### config.mk
export PLATFORM = sky130hd
export DESIGN_NAME = button_conditioner
export DESIGN_NICKNAME = d
export VERILOG_FILES = /design/src/rtl/button_conditioner.sv
export SDC_FILE = /design/constraint.sdc
export NUM_CORES = 1
export LEC_CHECK = 0
export CAP_MARGIN = 20
export CORE_MARGIN = 2
export CORE_UTILIZATION = 45
export DETAILED_ROUTE_END_ITERATION = 12
export PLACE_DENSITY_LB_ADDON = 0.08
export SYNTH_ARGS = -nofsm -noshare
export SYNTH_HDL_FRONTEND = slang
export SYNTH_SLANG_ARGS = --single-unit
export TNS_END_PERCENT = 50
### constraint.sdc
create_clock -name clk -period 2 [get_ports clk]
set_clock_uncertainty 0.05 [all_clocks]
set_input_delay 0.4 -clock clk [delete_from_list [all_inputs] [get_ports clk]]
set_output_delay 0.4 -clock clk [all_outputs]
set_load 0.05 [all_outputs]
### src/rtl/button_conditioner.sv
// rtl/button_conditioner.sv - debounced, edge-detected 4-button press reporter
//
// Purpose : Synchronizes four raw push-button levels, debounces a press,
//           reports exactly one press per hold and waits for a debounced
//           release before arming again.
// Ports   : clk          - sole clock, rising edge
//           rst          - synchronous active-high reset
//           btn[3:0]     - raw asynchronous button levels, bit i = colour i
//           enable       - high while the game is awaiting player input
//           press_valid  - one-cycle pulse per accepted press
//           press_code   - index of the pressed button (valid with press_valid)
//           press_onehot - one-hot of press_code during press_valid, else 0
//           busy         - high whenever the FSM is not IDLE
//           multi_err    - one-cycle pulse when a multi-button press is rejected
// Config  : BTN_MULTI_REJECT_EN - when defined, a confirmed multi-button
//           capture raises multi_err instead of reporting the lowest button.
module button_conditioner #(
  parameter int unsigned DEBOUNCE_CYCLES = 500000
) (
  input  logic       clk,
  input  logic       rst,
  input  logic [3:0] btn,
  input  logic       enable,
  output logic       press_valid,
  output logic [1:0] press_code,
  output logic [3:0] press_onehot,
  output logic       busy,
  output logic       multi_err
);

  typedef enum logic [1:0] {
    S_IDLE     = 2'd0,
    S_DEBOUNCE = 2'd1,
    S_PRESS    = 2'd2,
    S_RELEASE  = 2'd3
  } state_t;

  localparam logic [23:0] C_TERM = 24'(DEBOUNCE_CYCLES - 1);
  localparam logic [23:0] C_MAX  = 24'hFF_FFFF;

  logic [3:0]  r_sync1;
  logic [3:0]  r_s;
  state_t      r_state;
  logic [3:0]  r_cap;
  logic [23:0] r_cnt;
  logic        r_press_valid;
  logic [1:0]  r_press_code;
  logic [3:0]  r_press_onehot;
  logic        r_busy;
  logic        r_multi_err;

  state_t      w_state_nx;
  logic [3:0]  w_cap_nx;
  logic [23:0] w_cnt_nx;
  logic [23:0] w_cnt_inc;
  logic        w_pv_nx;
  logic [1:0]  w_code_nx;
  logic [3:0]  w_onehot_nx;
  logic        w_merr_nx;
  logic [3:0]  w_low_onehot;
  logic [1:0]  w_low_idx;
  logic        w_reject;

  // Saturating increment: the counter must never wrap back to zero.
  assign w_cnt_inc = (r_cnt == C_MAX) ? r_cnt : r_cnt + 24'd1;

  // Isolate the lowest set bit of the capture (two's-complement trick).
  assign w_low_onehot = r_cap & (~r_cap + 4'd1);

  always_comb begin
    w_low_idx = 2'd0;
    if (r_cap[0])      w_low_idx = 2'd0;
    else if (r_cap[1]) w_low_idx = 2'd1;
    else if (r_cap[2]) w_low_idx = 2'd2;
    else if (r_cap[3]) w_low_idx = 2'd3;
  end

`ifdef BTN_MULTI_REJECT_EN
  assign w_reject = (r_cap & (r_cap - 4'd1)) != 4'd0;
`else
  assign w_reject = 1'b0;
`endif

  always_comb begin
    w_state_nx  = r_state;
    w_cap_nx    = r_cap;
    w_cnt_nx    = r_cnt;
    w_pv_nx     = 1'b0;
    w_code_nx   = 2'd0;
    w_onehot_nx = 4'd0;
    w_merr_nx   = 1'b0;
    case (r_state)
      S_IDLE: begin
        if (enable && (r_s != 4'd0)) begin
          w_cap_nx   = r_s;
          w_cnt_nx   = 24'd0;
          w_state_nx = S_DEBOUNCE;
        end
      end
      S_DEBOUNCE: begin
        if (!enable) begin
          w_cnt_nx   = 24'd0;
          w_state_nx = S_RELEASE;
        end else if (r_s == r_cap) begin
          if (r_cnt >= C_TERM) begin
            w_cnt_nx = 24'd0;
            if (w_reject) begin
              w_merr_nx  = 1'b1;
              w_state_nx = S_RELEASE;
            end else begin
              // Outputs are registered on the entry edge so the pulse
              // coincides with the single PRESS cycle.
              w_pv_nx     = 1'b1;
              w_code_nx   = w_low_idx;
              w_onehot_nx = w_low_onehot;
              w_state_nx  = S_PRESS;
            end
          end else begin
            w_cnt_nx = w_cnt_inc;
          end
        end else if (r_s == 4'd0) begin
          w_state_nx = S_IDLE;
        end else begin
          w_cap_nx = r_s;
          w_cnt_nx = 24'd0;
        end
      end
      S_PRESS: begin
        w_cnt_nx   = 24'd0;
        w_state_nx = S_RELEASE;
      end
      S_RELEASE: begin
        if (r_s != 4'd0) begin
          w_cnt_nx = 24'd0;
        end else if (r_cnt >= C_TERM) begin
          w_cnt_nx   = 24'd0;
          w_state_nx = S_IDLE;
        end else begin
          w_cnt_nx = w_cnt_inc;
        end
      end
      default: begin
        w_cnt_nx   = 24'd0;
        w_state_nx = S_RELEASE;
      end
    endcase
  end

  always_ff @(posedge clk) begin
    if (rst) begin
      r_sync1        <= 4'd0;
      r_s            <= 4'd0;
      r_state        <= S_RELEASE;
      r_cap          <= 4'd0;
      r_cnt          <= 24'd0;
      r_press_valid  <= 1'b0;
      r_press_code   <= 2'd0;
      r_press_onehot <= 4'd0;
      r_busy         <= 1'b1;
      r_multi_err    <= 1'b0;
    end else begin
      r_sync1        <= btn;
      r_s            <= r_sync1;
      r_state        <= w_state_nx;
      r_cap          <= w_cap_nx;
      r_cnt          <= w_cnt_nx;
      r_press_valid  <= w_pv_nx;
      r_press_code   <= w_code_nx;
      r_press_onehot <= w_onehot_nx;
      r_busy         <= (w_state_nx != S_IDLE);
      r_multi_err    <= w_merr_nx;
    end
  end

  assign press_valid  = r_press_valid;
  assign press_code   = r_press_code;
  assign press_onehot = r_press_onehot;
  assign busy         = r_busy;
  assign multi_err    = r_multi_err;

endmodule
==> results of run 1 <==
final timing paths:
check | endpoint | slack [ps] | cells after the start
setup / recovery | r_cnt[12] | 8 | 7
hold / removal | r_s[0] | 390 | 1
setup reg to reg | r_cnt[12] | 8 | 7
hold reg to reg | r_s[0] | 390 | 1
what timing repair did:
item,CTS,global route
pin swaps,23,13
buffers inserted,6,2
endpoints found under the setup margin,26,29
gates resized for setup,35,27
gates cloned,3,0
flip-flops by register name (all words and copies together), names as in the netlist:
register and cells:
r_state 2, r_s 4, press_valid 1, press_code 2, r_cnt 24, press_onehot 4
busy 1, r_sync1 4, r_cap 4
synth_stat cells (2+ instances only):
master,number,area share (%)
nor2b_1,9,2.5
nor2_1,9,1.5
clkbuf_1,5,0.84
buf_2,4,0.90
o31ai_1,13,4.4
nor4_1,6,1.7
nand4_1,7,2.0
nor4b_1,2,0.79
o21ai_0,2,0.45
inv_1,7,1.2
and4_1,8,3.1
nand2_1,11,1.9
buf_4,3,1.0
mux2i_1,4,1.8
nand2b_1,2,0.56
nand3_1,10,2.2
o41ai_1,2,0.79
a31oi_1,4,1.1
a211oi_1,18,6.1
nor3_1,7,1.6
dfxtp_1,46,41
xnor2_1,3,1.2
a21o_1,2,0.67
and3_1,5,1.4
or4_1,16,5.4
o21ai_1,5,1.1
a21oi_2,2,0.79
a21oi_1,2,0.45
nand3b_1,2,0.67
buf_6,3,1.5
or3_1,2,0.56
power breakdown:
group	internal (mW)	leakage (nW)	switching, mW
clock	0.247	0.0452	0.321
sequential	0.927	0.375	0.00819
combinational	0.0616	0.628	0.0750
final cells by class:
cell class	count	area, µm²	area share (%)
inverters	7	26.3	0.847
clock buffers	6	72.6	2.34
flip-flops and latches	46	927	29.9
multi-input cells	172	1470	47.3
clock inverters	2	13.8	0.444
well taps	67	83.8	2.70
repair buffers	58	510	16.5
worst reg2reg max path, delay by kind of cell, from the launching register on:
family | cells | cell delay (ps)
AND/OR/NAND/NOR | 1 | 570
buffers and inverters | 2 | 210
flip-flops | 1 | 350
AO/OA/AOI/OAI | 4 | 740
stage by stage:
step / instances / power (mW) / worst slack, ps / instance area (µm²)
detailed placement: 339 / 1.06 / -243 / 2640
CTS: 356 / 1.64 / -8.00 / 2980
floorplan: 237 / 1.02 / 56.6 / 2230
global placement: 339 / 1.06 / -220 / 2640
finish: 358 / 1.64 / 8.22 / 3100
global route: 358 / 1.70 / -68.8 / 3100
cell families after synthesis:
| group | Yosys count |
|---|---|
| adder cells (fa/ha/maj) | 1 |
| other | 1 |
| XOR/XNOR | 4 |
| multiplexers | 4 |
| flip-flops | 46 |
| buffers and inverters | 22 |
| AO/OA/AOI/OAI | 58 |
| AND/OR/NAND/NOR | 101 |
metal layers:
layer	GRT usage, %	vias to the layer above	share of wire, %
li1	-	1038	-
met5	0	-	0
met3	4.07	6	4.0
met4	7.14	0	1.5
met1	32.9	946	51
met2	30.7	47	44
==> impl_metrics.py, run 1 <==
metrics = {
    "sta": {
        "min_period_ps": 1990,
        "rsz0062_at_grt": "yes",
        "finalHoldViolations": 0,
        "period_share_pct": 99.6,
        "fin_setup_tns_ps": 0,
        "finalMaxSlewViolations": 0,
        "setup_violations": 0,
        "hold_slack_ps": 393,
        "clock.fmax_ghz": 0.502,
    },
    "critical_path": {
        "max_stage_delay_ps": 570,
        "worstSetupPathType": "flop to flop",
        "critPathMaxFanout": 4,
        "cp.buffers_inverters": 2,
        "critPathArrivalTime_ps": 2180,
        "r2r-start": "r_s[3]",
        "cp_slowest_cell": "or4_4",
        "start_kind": "flop",
        "crit_start": "r_s[3]",
        "path_delay_family": "compound AO/OA/AOI/OAI gates",
        "worst_setup_path_end_kind": "flop",
        "crit_required_ps": 2190,
        "crit_chain": "or4_4 > a21oi_4 > o21a_4 > buf_12 > buf_4 > o31ai_1 > a211oi_2",
    },
    "grt": {
        "grt_pass1_wl_mm": 9.17,
        "antenna_found_initial": 0,
        "grt_pass1_vias": 1812,
        "grt_use_total_pct": 21.6,
        "grt-ovfl-total": 0,
        "grt_max_degree": 40,
    },
    "logic_synthesis": {
        "ys.warnings.count": 0,
        "synth_top_family_by_area": "simple AND/OR/NAND/NOR gates",
        "synth-simple-area-share_pct": 28.2,
        "synth_fa_ha_area_share_pct": 0.562,
        "postSynth.asyncResetShare_pct": 0,
        "synthCells": 237,
        "synth-compound-area-share_pct": 20.0,
        "synth.yosys.seq_area_share_pct": 41.4,
        "syn_nets": 245,
        "muxShareOfSynthArea_pct": 1.80,
        "synth_xor_area_share_pct": 2.42,
        "avgSynthCellArea_um2": 9.39,
        "synthFlopType": "dfxtp_1",
        "synthesis.area_um2": 2230,
        "synth-seq-cells": 46,
        "synth_edf_count": 0,
        "synth_cell_types": 47,
    },
    "floorplan": {
        "core_um2": 4750,
        "die_w_um": 74.3,
        "dieArea_um2": 5520,
        "die_h_um": 74.3,
        "start_util_pct": 46.8,
        "boundaryPins": 16,
        "rows": 25,
    },
    "flow_run": {
        "max-cap-violations": 0,
    },
    "routing": {
        "wire_per_inst_um": 15.6,
        "remaining_drc_errors": 0,
        "num_vias": 2037,
        "drt_pass1_iterations": 5,
        "drtAntennaViolNets": 0,
        "detail_route.iter0.violations": 98,
        "wl_mm": 5.58,
        "viasPerCell": 5.69,
    },
    "clocking": {
        "root_buffer": "clkbuf_8",
        "htreeDepth": 2,
        "cts_tree": "yes",
        "clock_sink_count": 46,
        "clk_latency_ps": 310,
        "ctsHoldBuffers": 0,
        "cts_buffers": 5,
        "cts_buffer_depth": 2,
        "clk_pin_slew_ps": 90,
    },
    "final_layout": {
        "nets": 298,
        "finish.utilization_pct": 65.2,
        "n_fill_cell": 410,
        "drive_above_1_share_pct": 37.5,
        "syn_to_final_growth_pct": 39.3,
        "mostFrequentLayoutCell": "dfxtp_1",
        "diodes": 0,
        "layout_common_cells": "dfxtp_1 (41), buf_4 (38), clkdlybuf4s50_1 (14), o31ai_1 (13), a211oi_2 (12)",
    },
    "outcome": {
        "outcome": "finished clean",
    },
    "min_path": {
        "hp-start": "r_sync1[0]",
        "hold_path.class": "flop to flop",
    },
    "placed_design": {
        "io_buffer_count": 14,
        "place_congestion": 0.830,
        "place_hpwl_mm": 3.33,
    },
    "power_and_ir_drop": {
        "vdd_drop_max_v": 0.000460,
        "power_leakage_nw": 1.05,
        "power_density_nw_per_um2": 529,
    },
}
No activity file was read; power rests on OpenSTA's default activity.
==> run 2: changes to the inputs <==
- GPL_TIMING_DRIVEN: default -> 0
==> impl_metrics.py, run 2 (same netlist as run 1, synthesis figures left out) <==
metrics = {
    "outcome": {
        "outcome": "complete, but fails checks",
        "violations": "setup timing",
    },
    "grt": {
        "grt_max_degree": 15,
        "antenna_found_initial": 0,
        "grt_use_total_pct": 19.3,
        "grt-ovfl-total": 0,
        "grt_pass1_vias": 1635,
        "grt_pass1_wl_mm": 8.11,
    },
    "clocking": {
        "clock_sink_count": 46,
        "cts_buffers": 5,
        "cts_buffer_depth": 2,
        "cts_tree": "yes",
        "htreeDepth": 2,
        "ctsHoldBuffers": 0,
        "clk_pin_slew_ps": 100,
        "clk_latency_ps": 310,
        "root_buffer": "clkbuf_8",
    },
    "sta": {
        "setup_violations": 15,
        "rsz0062_at_grt": "yes",
        "tightest_slew_ps": 697,
        "min_period_ps": 2060,
        "worst_slack_ps": -57.7,
        "fin_setup_tns_ps": -454,
        "worst_slew_margin_rel_pct": 53.5,
        "finalMaxSlewViolations": 0,
        "clock.fmax_ghz": 0.486,
        "finalHoldViolations": 0,
        "period_share_pct": 103,
    },
    "critical_path": {
        "cp_slowest_cell": "or4_1",
        "crit_start": "r_s[1]",
        "r2r_setup_slack_ps": -60,
        "worst_setup_path_end_kind": "flop",
        "worst-path-stages": 6,
        "crit_required_ps": 2180,
        "endpoint": "r_cnt[19]",
        "r2r-end": "r_cnt[19]",
        "start_kind": "flop",
        "rr_worst_depth": 6,
        "path_delay_family": "compound AO/OA/AOI/OAI gates",
        "cp.buffers_inverters": 1,
        "max_stage_delay_ps": 530,
        "worstSetupPathType": "flop to flop",
        "crit_chain": "xnor2_2 > a41oi_4 > buf_4 > o21a_2 > or4_1 > a211oi_1",
        "critPathMaxFanout": 4,
        "r2r-start": "r_s[1]",
        "critPathArrivalTime_ps": 2240,
    },
    "final_layout": {
        "layout_common_cells": "dfxtp_1 (32), clkdlybuf4s50_1 (13), a211oi_2 (11), o31ai_1 (11)",
        "seqCellArea_um2": 951,
        "drive_above_1_share_pct": 36.2,
        "syn_to_final_growth_pct": 35.8,
        "top_register": "r_cnt",
        "multi_input_area_um2": 1470,
        "diodes": 0,
        "mostFrequentLayoutCell": "dfxtp_1",
        "instances_no_fill": 338,
        "n_fill_cell": 398,
        "nets": 278,
        "largest_reg_flops": 24,
    },
    "routing": {
        "num_vias": 2031,
        "wire_per_inst_um": 16.8,
        "detail_route.iter0.violations": 172,
        "remaining_drc_errors": 0,
        "drt_pass1_iterations": 4,
        "wl_mm": 5.69,
        "viasPerCell": 6.01,
        "drtAntennaViolNets": 0,
    },
    "floorplan": {
        "dieArea_um2": 5520,
        "die_w_um": 74.3,
        "die_h_um": 74.3,
        "rows": 25,
        "start_util_pct": 46.8,
        "core_um2": 4750,
        "boundaryPins": 16,
    },
    "placed_design": {
        "place_congestion": 0.851,
        "dp_cells": 318,
        "place_hpwl_mm": 3.38,
        "io_buffer_count": 14,
    },
    "flow_run": {
        "max-cap-violations": 0,
    },
    "power_and_ir_drop": {
        "power.total_mw": 1.69,
        "vdd_drop_max_v": 0.000307,
        "power_leakage_nw": 0.961,
        "power_density_nw_per_um2": 560,
    },
    "min_path": {
        "hold_path.class": "flop to flop",
    },
}
run 2: changes by cell type in the layout (fill, tap and decap cells not counted), sizes merged:
| cell | previous run | this run |
|---|---|---|
| buf | 44 | 19 |
| clkinv | 2 | 0 |
| dlymetal6s2s | 0 | 1 |
| o21a | 4 | 2 |
| inv | 7 | 8 |
| clkdlybuf4s50 | 14 | 13 |
| clkbuf | 6 | 14 |
run 2: through the flow:
stage,cell area [µm²],setup WS [ps],utilization [%],hold slack (ps)
2_1_floorplan,2230,56.6,-,364
3_3_place_gp,2450,-284,51.5,370
3_5_place_dp,2450,-297,51.5,372
4_1_cts,2650,-38.0,55.8,391
5_1_grt,3020,-127,63.6,402
6_report,3020,-57.7,63.6,390
run 2: final cells by class:
type	count	area share (%)
sequential	46	31.5
buffer	13	3.81
timing repair buffer	27	9.35
tap	67	2.77
inverter	7	0.869
clock inverter	1	0.290
clock buffer	7	2.86
multi-input combinational	170	48.6
run 2: worst register-to-register path, delay by kind of cell (launching register included):
kind                      cells  cell delay (ps)
AOI/OAI and AO/OA             3              640
DFF                           1              350
xor gates and xnor gates      1              240
buffers and inverters         1              180
and+or+nand+nor               1              530
run 2: per-layer routing:
layer | global-route usage (%) | vias up | share of wire [%]
li1 | - | 985 | -
met1 | 28.9 | 971 | 48
met2 | 27.5 | 70 | 46
met3 | 4.20 | 5 | 5.6
met4 | 6.75 | 0 | 0.65
met5 | 0 | - | 0
run 2: worst min path at each step:
stage	from	to	slack [ps]	cells after the start
after floorplan	r_sync1[0]	r_s[0]	360	1
after CTS	r_sync1[0]	r_s[0]	390	1
final	r_sync1[0]	r_s[0]	390	1
after global placement	r_sync1[0]	r_s[0]	370	1
after global routing	r_sync1[1]	r_s[1]	400	1
after detailed placement	r_sync1[0]	r_s[0]	370	1
run 2: timing repair:
| item | CTS | global route |
|---|---|---|
| pin swaps | 6 | 23 |
| hold endpoints to repair | 0 | 0 |
| buffers inserted | 4 | 5 |
| endpoints found under the setup margin | 30 | 29 |
| gates cloned | 2 | 3 |
| resized for setup | 23 | 67 |
run 2: where the power goes:
part / internal, mW / leakage [nW] / switching (mW)
Sequential: 0.923 / 0.381 / 0.0113
Combinational: 0.0647 / 0.531 / 0.0765
Clock: 0.286 / 0.0489 / 0.333
Total: 1.27 / 0.961 / 0.420
